[src/rtl/cpu_run_ctrl.sv]
// Run/step/halt sequencer for the microprocessor core.
// Loads 32-bit program words (two 16-bit halves, hi first) into instruction memory, holds the
// core in reset while loading, and gates core advance through cpu_en (RUN, single STEP, PAUSE).
// Optional feature macro: CPU_RUN_CTRL_BREAKPOINT_EN adds a PC breakpoint (bp_en/bp_addr/bp_hit).
module cpu_run_ctrl #(
  parameter int unsigned IMEM_DEPTH = 16,
  parameter int unsigned ADDR_W     = 4
) (
  input  logic              clk,
  input  logic              sys_rst,
  input  logic              cmd_valid,
  output logic              cmd_ready,
  input  logic [1:0]        cmd_op,
  input  logic [15:0]       cmd_data,
  output logic              imem_we,
  output logic [ADDR_W-1:0] imem_addr,
  output logic [31:0]       imem_wdata,
  output logic              cpu_rst,
  output logic              cpu_en,
  input  logic              cpu_halted,
  input  logic [ADDR_W-1:0] cpu_pc,
`ifdef CPU_RUN_CTRL_BREAKPOINT_EN
  input  logic              bp_en,
  input  logic [ADDR_W-1:0] bp_addr,
  output logic              bp_hit,
`endif
  output logic [2:0]        state,
  output logic [15:0]       cyc_cnt,
  output logic              cmd_err,
  output logic              ld_ovf
);

  typedef enum logic [2:0] {
    StIdle  = 3'd0,
    StRun   = 3'd1,
    StStep  = 3'd2,
    StPause = 3'd3,
    StDone  = 3'd4
  } state_e;

  localparam logic [1:0] OpLoad = 2'b00;
  localparam logic [1:0] OpRun  = 2'b01;
  localparam logic [1:0] OpStep = 2'b10;
  localparam logic [1:0] OpHalt = 2'b11;

  // load_ptr needs one extra bit so it can hold IMEM_DEPTH itself (the overflow marker)
  localparam int unsigned PtrW = ADDR_W + 1;
  localparam logic [PtrW-1:0] DepthPtr = PtrW'(IMEM_DEPTH);

  state_e              state_q, state_d;
  logic                cmd_ready_q;
  logic                cpu_rst_q;
  logic                imem_we_q;
  logic [ADDR_W-1:0]   imem_addr_q;
  logic [31:0]         imem_wdata_q;
  logic [15:0]         cyc_cnt_q;
  logic                cmd_err_q;
  logic                ld_ovf_q;
  logic [PtrW-1:0]     load_ptr_q;
  logic                half_lo_q;
  logic [15:0]         hi_q;

  logic fire;
  logic load_ok, run_ok, step_ok, err_set;
  logic run_en;
  logic bp_gate;

  assign fire   = cmd_valid && cmd_ready_q;
  assign run_en = (state_q == StRun) || (state_q == StStep);

`ifdef CPU_RUN_CTRL_BREAKPOINT_EN
  logic first_run_q;
  logic bp_hit_q;

  // Breakpoint only stalls free-running RUN, and never on the first cycle after a resume
  assign bp_gate = bp_en && (state_q == StRun) && !first_run_q && (cpu_pc == bp_addr);
  assign bp_hit  = bp_hit_q;
`else
  logic unused_pc;

  assign unused_pc = ^cpu_pc;
  assign bp_gate   = 1'b0;
`endif

  assign cpu_en = run_en && !bp_gate;

  // Next-state decode and command classification
  always_comb begin
    state_d = state_q;
    load_ok = 1'b0;
    run_ok  = 1'b0;
    step_ok = 1'b0;
    err_set = 1'b0;
    case (state_q)
      StIdle, StPause: begin
        if (fire) begin
          case (cmd_op)
            OpLoad: begin
              load_ok = 1'b1;
              state_d = StIdle;
            end
            OpRun: begin
              run_ok  = 1'b1;
              state_d = StRun;
            end
            OpStep: begin
              step_ok = 1'b1;
              state_d = StStep;
            end
            default: ;  // HALT is a no-op here
          endcase
        end
      end
      StDone: begin
        if (fire) begin
          if (cmd_op == OpLoad) begin
            load_ok = 1'b1;
            state_d = StIdle;
          end else if (cmd_op != OpHalt) begin
            err_set = 1'b1;
          end
        end
      end
      StRun: begin
        if (fire) begin
          if (cmd_op == OpHalt) begin
            state_d = StPause;
          end else begin
            err_set = 1'b1;
          end
        end
        if (bp_gate) begin
          state_d = StPause;
        end
        // Core halt wins over HALT command and breakpoint
        if (cpu_halted) begin
          state_d = StDone;
        end
      end
      StStep: begin
        state_d = cpu_halted ? StDone : StPause;
      end
      default: state_d = StIdle;
    endcase
  end

  // State register and registered control outputs
  always_ff @(posedge clk) begin
    if (sys_rst) begin
      state_q     <= StIdle;
      cmd_ready_q <= 1'b1;
      cpu_rst_q   <= 1'b1;
      cmd_err_q   <= 1'b0;
      cyc_cnt_q   <= '0;
    end else begin
      state_q     <= state_d;
      cmd_ready_q <= (state_d != StStep);
      cpu_rst_q   <= (state_d == StIdle);
      if (err_set) begin
        cmd_err_q <= 1'b1;
      end
      if ((state_d == StIdle) && (state_q != StIdle)) begin
        cyc_cnt_q <= '0;
      end else if (cpu_en && (cyc_cnt_q != 16'hFFFF)) begin
        cyc_cnt_q <= cyc_cnt_q + 16'd1;
      end
    end
  end

  // Program loader: pairs halves into words and writes them sequentially
  always_ff @(posedge clk) begin
    if (sys_rst) begin
      imem_we_q    <= 1'b0;
      imem_addr_q  <= '0;
      imem_wdata_q <= '0;
      ld_ovf_q     <= 1'b0;
      load_ptr_q   <= '0;
      half_lo_q    <= 1'b0;
      hi_q         <= '0;
    end else begin
      imem_we_q <= 1'b0;
      if (load_ok) begin
        if (!half_lo_q) begin
          hi_q      <= cmd_data;
          half_lo_q <= 1'b1;
        end else begin
          half_lo_q <= 1'b0;
          if (load_ptr_q < DepthPtr) begin
            imem_we_q    <= 1'b1;
            imem_addr_q  <= load_ptr_q[ADDR_W-1:0];
            imem_wdata_q <= {hi_q, cmd_data};
            load_ptr_q   <= load_ptr_q + PtrW'(1);
          end else begin
            ld_ovf_q <= 1'b1;
          end
        end
      end
      if (run_ok) begin
        ld_ovf_q <= 1'b0;
        if (state_q == StIdle) begin
          load_ptr_q <= '0;
          half_lo_q  <= 1'b0;
        end
      end
    end
  end

`ifdef CPU_RUN_CTRL_BREAKPOINT_EN
  // Breakpoint bookkeeping: resume marker and sticky hit flag
  always_ff @(posedge clk) begin
    if (sys_rst) begin
      first_run_q <= 1'b0;
      bp_hit_q    <= 1'b0;
    end else begin
      first_run_q <= run_ok;
      if (run_ok || step_ok) begin
        bp_hit_q <= 1'b0;
      end else if (bp_gate) begin
        bp_hit_q <= 1'b1;
      end
    end
  end
`endif

  assign state      = state_q;
  assign cmd_ready  = cmd_ready_q;
  assign cpu_rst    = cpu_rst_q;
  assign imem_we    = imem_we_q;
  assign imem_addr  = imem_addr_q;
  assign imem_wdata = imem_wdata_q;
  assign cyc_cnt    = cyc_cnt_q;
  assign cmd_err    = cmd_err_q;
  assign ld_ovf     = ld_ovf_q;

endmodule

[config.mk]
export PLATFORM = sky130hd
export DESIGN_NAME = cpu_run_ctrl
export DESIGN_NICKNAME = d
export VERILOG_FILES = /design/src/rtl/cpu_run_ctrl.sv
export SDC_FILE = /design/constraint.sdc
export NUM_CORES = 1
export LEC_CHECK = 0
export CAP_MARGIN = 10
export CORE_UTILIZATION = 31
export CTS_CLUSTER_DIAMETER = 200
export DETAILED_ROUTE_END_ITERATION = 8
export PLACE_DENSITY = 0.64
export SYNTH_ARGS = -nofsm -noshare
export SYNTH_HDL_FRONTEND = slang
export SYNTH_SLANG_ARGS = --single-unit
[constraint.sdc]
create_clock -name clk -period 4.2 [get_ports clk]
set_input_delay 1.26 -clock clk [delete_from_list [all_inputs] [get_ports clk]]
set_output_delay 1.26 -clock clk [all_outputs]
set_load 0.02 [all_outputs]
# Word-level counts from Yosys, hierarchy flattened
# Cells that the tools add are included.
# W data, S select, Z words.
totals:
  register_bits: 82
  output_inout_bits: 61
op_classes:
  reduce_logical: 16
  muxes: 31
  bitwise: 3
  n_lt_le_gt_ge: 1
  eq_ne: 10
  addsub: 2
ops:
  columns: ["op", "count"]
  rows:
  - ["$mux W5", 5]
  - ["$mux W3", 7]
  - ["$add A16 B1 Y16 const B", 1]
  - ["$mux W1", 16]
  - ["$ne A16 B16 Y1 const B", 1]
  - ["$pmux W3 S4", 1]
  - ["$pmux W3 S3", 1]
  - ["$eq A3 B2 Y1 const B", 2]
  - ["$logic_not A3 Y1", 2]
  - ["$reduce_and A3 Y1", 2]
  - ["$reduce_or A2 Y1", 3]
  - ["$reduce_or A3 Y1", 2]
  - ["$add A5 B1 Y5 const B", 1]
  - ["$lt A5 B5 Y1 const B", 1]
  - ["$eq A2 B2 Y1 const B", 2]
  - ["$eq A3 B1 Y1 const B", 1]
  - ["$eq A3 B3 Y1 const B", 1]
  - ["$logic_and A1 B1 Y1", 3]
  - ["$ne A3 B2 Y1 const B", 1]
  - ["$not A1 Y1", 3]
  - ["$reduce_bool A3 Y1", 1]
  - ["$eq A2 B1 Y1 const B", 1]
  - ["$logic_not A2 Y1", 1]
  - ["$ne A2 B2 Y1 const B", 1]
  - ["other kinds (3)", 3]

# Depth between registers and ports, before layout
# Gate-level depths: netlist of run 1.
depth:
  word_depth: 8
  depth_mapped: 11
  mapped_depth_nobuf: 8

# Worst setup path before layout of run 1
# Ideal clock, no wire load.
synth_path:
  path_kind: "input port to flip-flop"
  from: "input cmd_op[0]"
  to: "register hi_q[6]"
  t_arrival_ns: 2.858
  path_stages: 9
  slack_ns: 1.214
  n_path_buf: 2
  path_cell_list: "inv_1 > ha_1 > nand3_1 > nor2_1 > ha_1 > clkbuf_1 > buf_2 > mux2i_1 > nor2_1"
synth_between:
  elab_chain_cells: 5
synth_lines:
  columns: ["element", "line_no", "source"]
  rows:
  - ["start, declared", "13", "input logic [1:0] cmd_op,"]
  - ["$logic_not A2 Y1", "97, 116", null]
  - ["$mux W1", "97, 116", null]
  - ["$mux W1", "96", "if (fire) begin"]
  - ["$mux W1", null, null]
  - ["$reduce_and A2 Y1 (no source line)", null, null]
  - ["end signal, assigned", "184", "hi_q <= cmd_data;"]
  - ["end, declared", "61", "logic [15:0] hi_q;"]
# Every way passes these cells.
# A chain may end at the register's enable or synchronous reset.

# Final worst setup path of run 1
layout_path:
  from: "register state_q[0] (netlist: state[0])"
  to: "output cpu_en"
layout_between:
  elab_chain_cells: 2
  elab_cells_between_ends: 3
  cone_classes: "2 x eq/ne; 1 x reduce/logical"
layout_lines:
  columns: ["element", "line_no", "source"]
  rows:
  - ["start, declared", "50", "state_e state_q, state_d;"]
  - ["start signal, assigned", "150", "state_q <= StIdle;"]
  - ["start signal, assigned", "156", "state_q <= state_d;"]
  - ["$eq A3 B1 Y1 / $eq A3 B2 Y1 (equally long branches)", "69", "assign run_en = (state_q == StRun) || (state_q == StStep);"]
  - ["$logic_or A1 B1 Y1 *", "69", null]
  - ["end, declared", "19", "output logic cpu_en,"]
# Every way passes the cells marked *; elsewhere a longest branch is shown, timed or not.

==> results of run 1 <==
sequential cells by signal (all words and copies together), names as in the netlist:
signal	count
imem_wdata	32
cyc_cnt	16
hi_q	16
load_ptr_q	5
imem_addr	4
state	3
cmd_err	1
cmd_ready	1
cpu_rst	1
half_lo_q	1
imem_we	1
ld_ovf	1
cells in the final DEF (no fill, tap or decap), drive strengths merged, types with 9 or more instances in the layout:
| cell type | n |
|---|---|
| a21oi | 45 |
| clkbuf | 9 |
| clkdlybuf4s50 | 81 |
| dfxtp | 82 |
| mux2i | 22 |
| nand2 | 85 |
| nand4 | 9 |
| nor2 | 43 |
| o21ai | 9 |
| xor2 | 10 |
power groups by stage:
stage	clock [mW]	sequential, mW	combinational, mW
global placement	0	0.828	0.141
global route	0.689	0.814	0.154
finish	0.628	0.810	0.141
floorplan	0	0.829	0.0855
CTS	0.657	0.810	0.142
detailed placement	0	0.829	0.142
cell type report:
cell class | instances | area (um^2)
fillers | 1079 | 6230
clock inverters | 6 | 91.3
clock buffers | 9 | 124
inverters | 4 | 15.0
multi-input cells | 286 | 1670
repair buffers | 86 | 846
flip-flops and latches | 82 | 1640
well taps | 140 | 175
worst register-to-register path: cells and delay by family (launching register included):
kind                       cells  cell delay, ps
and+or+nand+nor                4             680
AOI/OAI and AO/OA              2             260
buffers and inverters          1             360
DFF                            1             700
adders and majority gates      1             190
Yosys cell counts, drive strengths merged:
| library cell | count | area (um^2) |
|---|---|---|
| dfxtp | 82 | 1640 |
| or3 | 2 | 12.5 |
| and3 | 2 | 12.5 |
| inv | 4 | 15.0 |
| mux2i | 22 | 220 |
| xnor2 | 5 | 51.3 |
| o21ai | 9 | 48.8 |
| ha | 8 | 100 |
| nor2 | 43 | 171 |
| nand3b | 1 | 7.51 |
| nand3 | 4 | 20.0 |
| nor3b | 3 | 27.5 |
| and3b | 2 | 17.5 |
| or2 | 2 | 12.5 |
| nand2b | 1 | 6.26 |
| or4 | 1 | 7.51 |
| nand2 | 85 | 322 |
| xor2 | 10 | 87.6 |
| a211oi | 2 | 15.0 |
| nand4 | 9 | 56.3 |
| nor3 | 8 | 40.0 |
| a21oi | 45 | 225 |
| o2111ai | 1 | 8.76 |
| o21a | 2 | 15.0 |
| a41oi | 1 | 8.76 |
| o211ai | 4 | 30.0 |
| buf | 7 | 43.8 |
| and4 | 1 | 8.76 |
| nor4 | 2 | 18.8 |
| a21o | 1 | 7.51 |
| and2 | 2 | 12.5 |
| a2111oi | 1 | 27.5 |
| clkbuf | 18 | 67.6 |
| a32oi | 1 | 16.3 |
| or4b | 2 | 23.8 |
| nor2b | 4 | 25.0 |
metal layers:
layer	GRT usage [%]	share of wire (%)	wire, um	vias up
met3	3.89	3.2	250	6
met2	22.5	48	3700	46
met1	17.9	48	3700	1332
met4	5.28	1.3	102	0
met5	0	0	0	-
li1	-	-	-	1478
cells by family (layout without fill, tap and decap cells):
group                    after synthesis  in the layout  share of synthesized area (%)
AND/OR/NAND/NOR                      174            174                           23.4
flip-flops                            82             82                           47.8
AO/OA/AOI/OAI                         67             67                           11.7
buffers and inverters                 29            105                           3.68
multiplexers                          22             22                           6.42
XOR/XNOR                              15             15                           4.05
adder cells (fa/ha/maj)                8              8                           2.92
worst max-delay path by stage:
stage	endpoint	slack (ps)	start
5_1_grt	cpu_en	570	state[0]
6_report	cpu_en	750	state[0]
3_5_place_dp	cyc_cnt[12]	730	cmd_op[0]
2_1_floorplan	hi_q[6]	1210	cmd_op[0]
4_1_cts	cpu_en	700	state[0]
3_3_place_gp	cyc_cnt[12]	790	cmd_op[0]
==> metrics.md, run 1 <==
| Metric | Value |
|---|---|
| CP Capture Type | `output pin` |
| Die W | `107 um` |
| Post-Layout Inst Area | `approximately 4600 um^2` |
| Synth Net Count | `431` |
| Worst path top cell family by delay | `flip-flops` |
| Initial DRC count | `81` |
| Placed Instances | `roughly 600` |
| CP max FO | `17` |
| DRC viols | `0` |
| PnR worst setup slack | `about 750 ps` |
| Synthesized area | `around 3400 um^2` |
| Remaining global-route overflow | `0` |
| Slowest cell on crit path | `dfxtp_1` |
| Final GP Congestion | `~0.80` |
| Clock Sink Count | `a little over 80` |
| Layout cell share with drive strength beyond 1 | `under 10%` |
| Clock share of power | `about two fifths` |
| Clock latency on the worst-skew pair | `approximately 350 ps` |
| Max Cap Viol | `0` |
| Finished Core Util | `a little over two fifths` |
| Worst Hold Class | `reg2reg` |
| Num rows | `38` |
| Sequential share of the synthesized area | `about 48%` |
| Clock Tree Buf Depth | `2` |
| RSZ-0062 raised after global routing | `no` |
| CTS tree | `built` |
| Htree depth | `3` |
| Clock slew seen by the registers of the worst setup and hold paths | `90 ps` |
| Initial Utilization | `between 30% and 40%` |
| All-layer global routing usage | `approximately 14%` |
| DRT Wirelength | `roughly 7800 um` |
| I/O pin cnt | `87` |
| Vias in the first global route | `between 2,000 and 3,000` |
| Final-stage net count | `503` |
| Vias | `about 2,900` |
| Final Skew | `~13 ps` |
| DP HPWL | `between 5000 and 6000 um` |
| Antenna violations before repair | `0` |
| Crit share post-route | `82.2%` |
| Post-Layout Cell Count | `613` |
| Via-to-Cell Ratio | `approximately 4.7` |
| CP Launch Type | `register` |
| Leakage Power | `around 1.5 nW` |
| Post-DRT Antenna Nets | `0` |
| Hold path start | `hi_q[15]` |
| Hold Buf Count CTS | `0` |
| Yosys reg bits | `just over 80` |
| Share of power burned in registers | `between 50% and 60%` |
| Fmax achieved | `around 0.29 GHz` |
| Cells after Synth | `397` |
| Syn Area/Cell | `about 8.6 um^2` |
| Crit-path cells | `xnor2_2 -> nor2_1 -> clkdlybuf4s50_1` |
| WP buf/inv | `1` |
| Input/output buffers | `82` |
| Total power | `1.58 mW` |
| Reg2Reg Depth | `8` |
| Final hold slack | `453 ps` |
| Worst slew margin | `between 40% and 50%` |
| Period minus WS final | `about 3500 ps` |
| Power per cell area | `346 nW/um^2` |
| Yosys cell types | `between 40 and 50` |
| Slew Viols, Final | `0` |
| Ys Warns | `0` |
| Final setup fails | `0` |
| PostCTS Resize Cnt | `0` |
| Comb pwr share | `8.9%` |
| Area delta synth->final | `32.8%` |
| Levels on crit path | `3` |
| First-pass GRT wire length | `between 10,000 and 15,000 um` |
| Worst flop-to-flop path endpoint | `imem_wdata[23]` |
| Worst EP arrival | `between 2000 and 2500 ps` |
| Status | `finished, final reports clean` |
| Register-to-register setup slack | `~2000 ps` |
| DR WL/cell | `about 13 um` |
| Least-Margin Pin Slew | `about 810 ps` |
| Pint | `approximately 1.2 mW` |
| Postcts setup bufs | `0` |
| Switching Power | `a little under 0.4 mW` |
| Core area | `~11,000 um^2` |
| Largest net degree at the start of global routing | `48` |
| Post-route setup TNS | `0 ps` |
| Kind of critical path | `reg2out` |
| Die ar. | `11,500 um^2` |
| Switching Fraction | `24.4%` |
| Worst EP required | `approximately 3000 ps` |
| Ant diodes | `0` |
| Slowest cell delay on critical path | `~700 ps` |
| Clock root cell | `clkbuf_8` |
| Die Ht | `107 um` |
| Reg-to-reg startpoint | `state[1]` |
| Post-place setup slack | `roughly 730 ps` |
| Cts bufs inserted | `9` |
| Final Hold Viols | `0` |
| Max VDD drop | `between 0.00015 and 0.0002 V` |
| Iteration count of the initial detailed-routing pass | `4` |
| Placed cell area | `around 4300 um^2` |
| Hold Crit Endpoint | `imem_wdata[31]` |
| Worst hold stages | `2` |
Power figures use the tool's default switching activity.
==> run 2: changes to the inputs <==
==> constraint.sdc (replaced) <==
create_clock -name clk -period 3.4 [get_ports clk]
set_input_delay 1.02 -clock clk [delete_from_list [all_inputs] [get_ports clk]]
set_output_delay 1.02 -clock clk [all_outputs]
set_load 0.02 [all_outputs]
==> run 2 against run 1 <==
Effect of this change:
- register-to-register slack worse by 560 ps
- non-clock buffer count increased by 3
- first-iteration DRC count is 9.9% higher
- worst hold slack worse by 10 ps
- routed wire length is 0.61% lower
- sequential power grew 23%
- combinational power rose by 31%
- critical path type unchanged
- largest cell class unchanged
==> metrics.md, run 2 (synthesized netlist as in run 1, its figures left out) <==
| Metric | Value |
|---|---|
| Status | `finished, final reports clean` |
| Reg-to-reg startpoint | `state[2]` |
| Final setup fails | `0` |
| Slew Viols, Final | `0` |
| Worst EP arrival | `about 1900 ps` |
| Final Skew | `roughly 17 ps` |
| DRT Wirelength | `~7700 um` |
| CP Launch Type | `register` |
| Ant diodes | `0` |
| Crit path capture | `cpu_en` |
| Worst hold stages | `2` |
| Period minus WS final | `2870 ps` |
| Commonest non-fill, non-tap cell in the layout | `nand2_1` |
| CP max FO | `18` |
| CTS tree | `built` |
| Area delta synth->final | `34.1%` |
| Initial Utilization | `around a third` |
| Worst Hold Class | `reg2reg` |
| Fmax achieved | `0.348 GHz` |
| Least-Margin Pin Slew | `766 ps` |
| Placed cell area | `approximately 4400 um^2` |
| Crit share post-route | `84.5%` |
| Final Hold Viols | `0` |
| RSZ-0062 raised after global routing | `no` |
| Final-stage net count | `about 500` |
| Power per cell area | `around 420 nW/um^2` |
| Max Cap Viol | `0` |
| Remaining global-route overflow | `0` |
| Final hold slack | `around 440 ps` |
| Hold Buf Count CTS | `0` |
| Clock Tree Buf Depth | `2` |
| Die W | `between 100 and 150 um` |
| Htree depth | `3` |
| Largest net degree at the start of global routing | `38` |
| Reg2Reg Depth | `8` |
| Leakage Power | `around 1.6 nW` |
| Die ar. | `11,500 um^2` |
| Initial DRC count | `89` |
| Kind of critical path | `reg2out` |
| Post-place setup slack | `between 200 and 250 ps` |
| Vias | `a little under 3,000` |
| Die Ht | `between 100 and 150 um` |
| Postcts setup bufs | `0` |
| Input/output buffers | `a little over 80` |
| Worst Setup SP | `state[2]` |
| Core area | `10,800 um^2` |
| Worst flop-to-flop path endpoint | `imem_wdata[19]` |
| Max VDD drop | `around 0.00022 V` |
| Clock latency on the worst-skew pair | `360 ps` |
| Clock root cell | `clkbuf_8` |
| Post-DRT Antenna Nets | `0` |
| Largest register FFs | `32` |
| Register-to-register setup slack | `1400 ps` |
| Most frequent cells in the layout | `nand2_1 (84), dfxtp_1 (82), clkdlybuf4s50_1 (81), a21oi_1 (45), nor2_1 (39)` |
| First-pass GRT wire length | `12,800 um` |
| Num rows | `38` |
| Layout cell share with drive strength beyond 1 | `under 10%` |
| CP Capture Type | `output pin` |
| Iteration count of the initial detailed-routing pass | `6` |
| PostCTS Resize Cnt | `0` |
| Cts bufs inserted | `9` |
| Worst EP required | `around 2400 ps` |
| DRC viols | `0` |
| Worst slew margin | `about 50%` |
| Post-route setup TNS | `0 ps` |
| All-layer global routing usage | `14.0%` |
| I/O pin cnt | `87` |
| PnR worst setup slack | `approximately 530 ps` |
| Antenna violations before repair | `0` |
| Vias in the first global route | `~2,700` |
| Via-to-Cell Ratio | `4.77` |
| Post-Layout Inst Area | `about 4600 um^2` |
| DR WL/cell | `approximately 13 um` |
| DP HPWL | `~5300 um` |
| Clock slew seen by the registers of the worst setup and hold paths | `90 ps` |
| Final GP Congestion | `between 0.7 and 0.8` |
| Clock Sink Count | `82` |
-- run 2: changes by cell type in the layout (fill, tap and decap cells not counted) --
cell,change
buf_4,+1
clkbuf_8,+1
buf_12,+2
inv_6,+1
clkinv_2,-1
clkinv_4,-1
clkinvlp_4,+2
bufinv_16,-1
-- run 2: how the worst min path moves through the flow --
stage | startpoint | end | slack [ps]
final | hi_q[8] | imem_wdata[24] | 440
after floorplan | hi_q[0] | imem_wdata[16] | 430
after global placement | hi_q[9] | imem_wdata[25] | 440
after global routing | hi_q[15] | imem_wdata[31] | 470
after detailed placement | hi_q[2] | imem_wdata[18] | 450
after CTS | hi_q[2] | imem_wdata[18] | 450
-- run 2: cell type report --
class	instances	area, um^2
clock buffer	10	138
clock inverter	6	71.3
fill	1078	6190
inverter	4	15.0
multi-input combinational	286	1670
sequential	82	1640
tap	140	175
timing repair buffer	89	893
-- run 2: worst max-delay path, stage by stage, from the launching register on --
cell and delay (ps):
dfxtp_1 720, nor2_1 200, clkdlybuf4s50_1 590
-- run 2: power by group --
part | switching [mW] | internal [mW] | total [mW]
sequential | 0.0162 | 0.978 | 0.994
combinational | 0.0987 | 0.0861 | 0.185
clock | 0.374 | 0.366 | 0.740
-- run 2: per-stage QoR --
stage / power (mW) / instances / util [%]
5_1_grt: 2.01 / 617 / 42.6
3_3_place_gp: 1.20 / 601 / 40.7
2_1_floorplan: 1.13 / 397 / -
6_report: 1.92 / 617 / 42.6
3_5_place_dp: 1.20 / 601 / 40.7
4_1_cts: 1.95 / 617 / 42.6
-- run 2: metal layers --
metal | track usage [%] | wire, um | vias up
met5 | 0 | 0 | -
li1 | - | - | 1486
met4 | 6.07 | 115 | 0
met1 | 17.1 | 3530 | 1384
met3 | 3.47 | 313 | 11
met2 | 23.3 | 3760 | 61
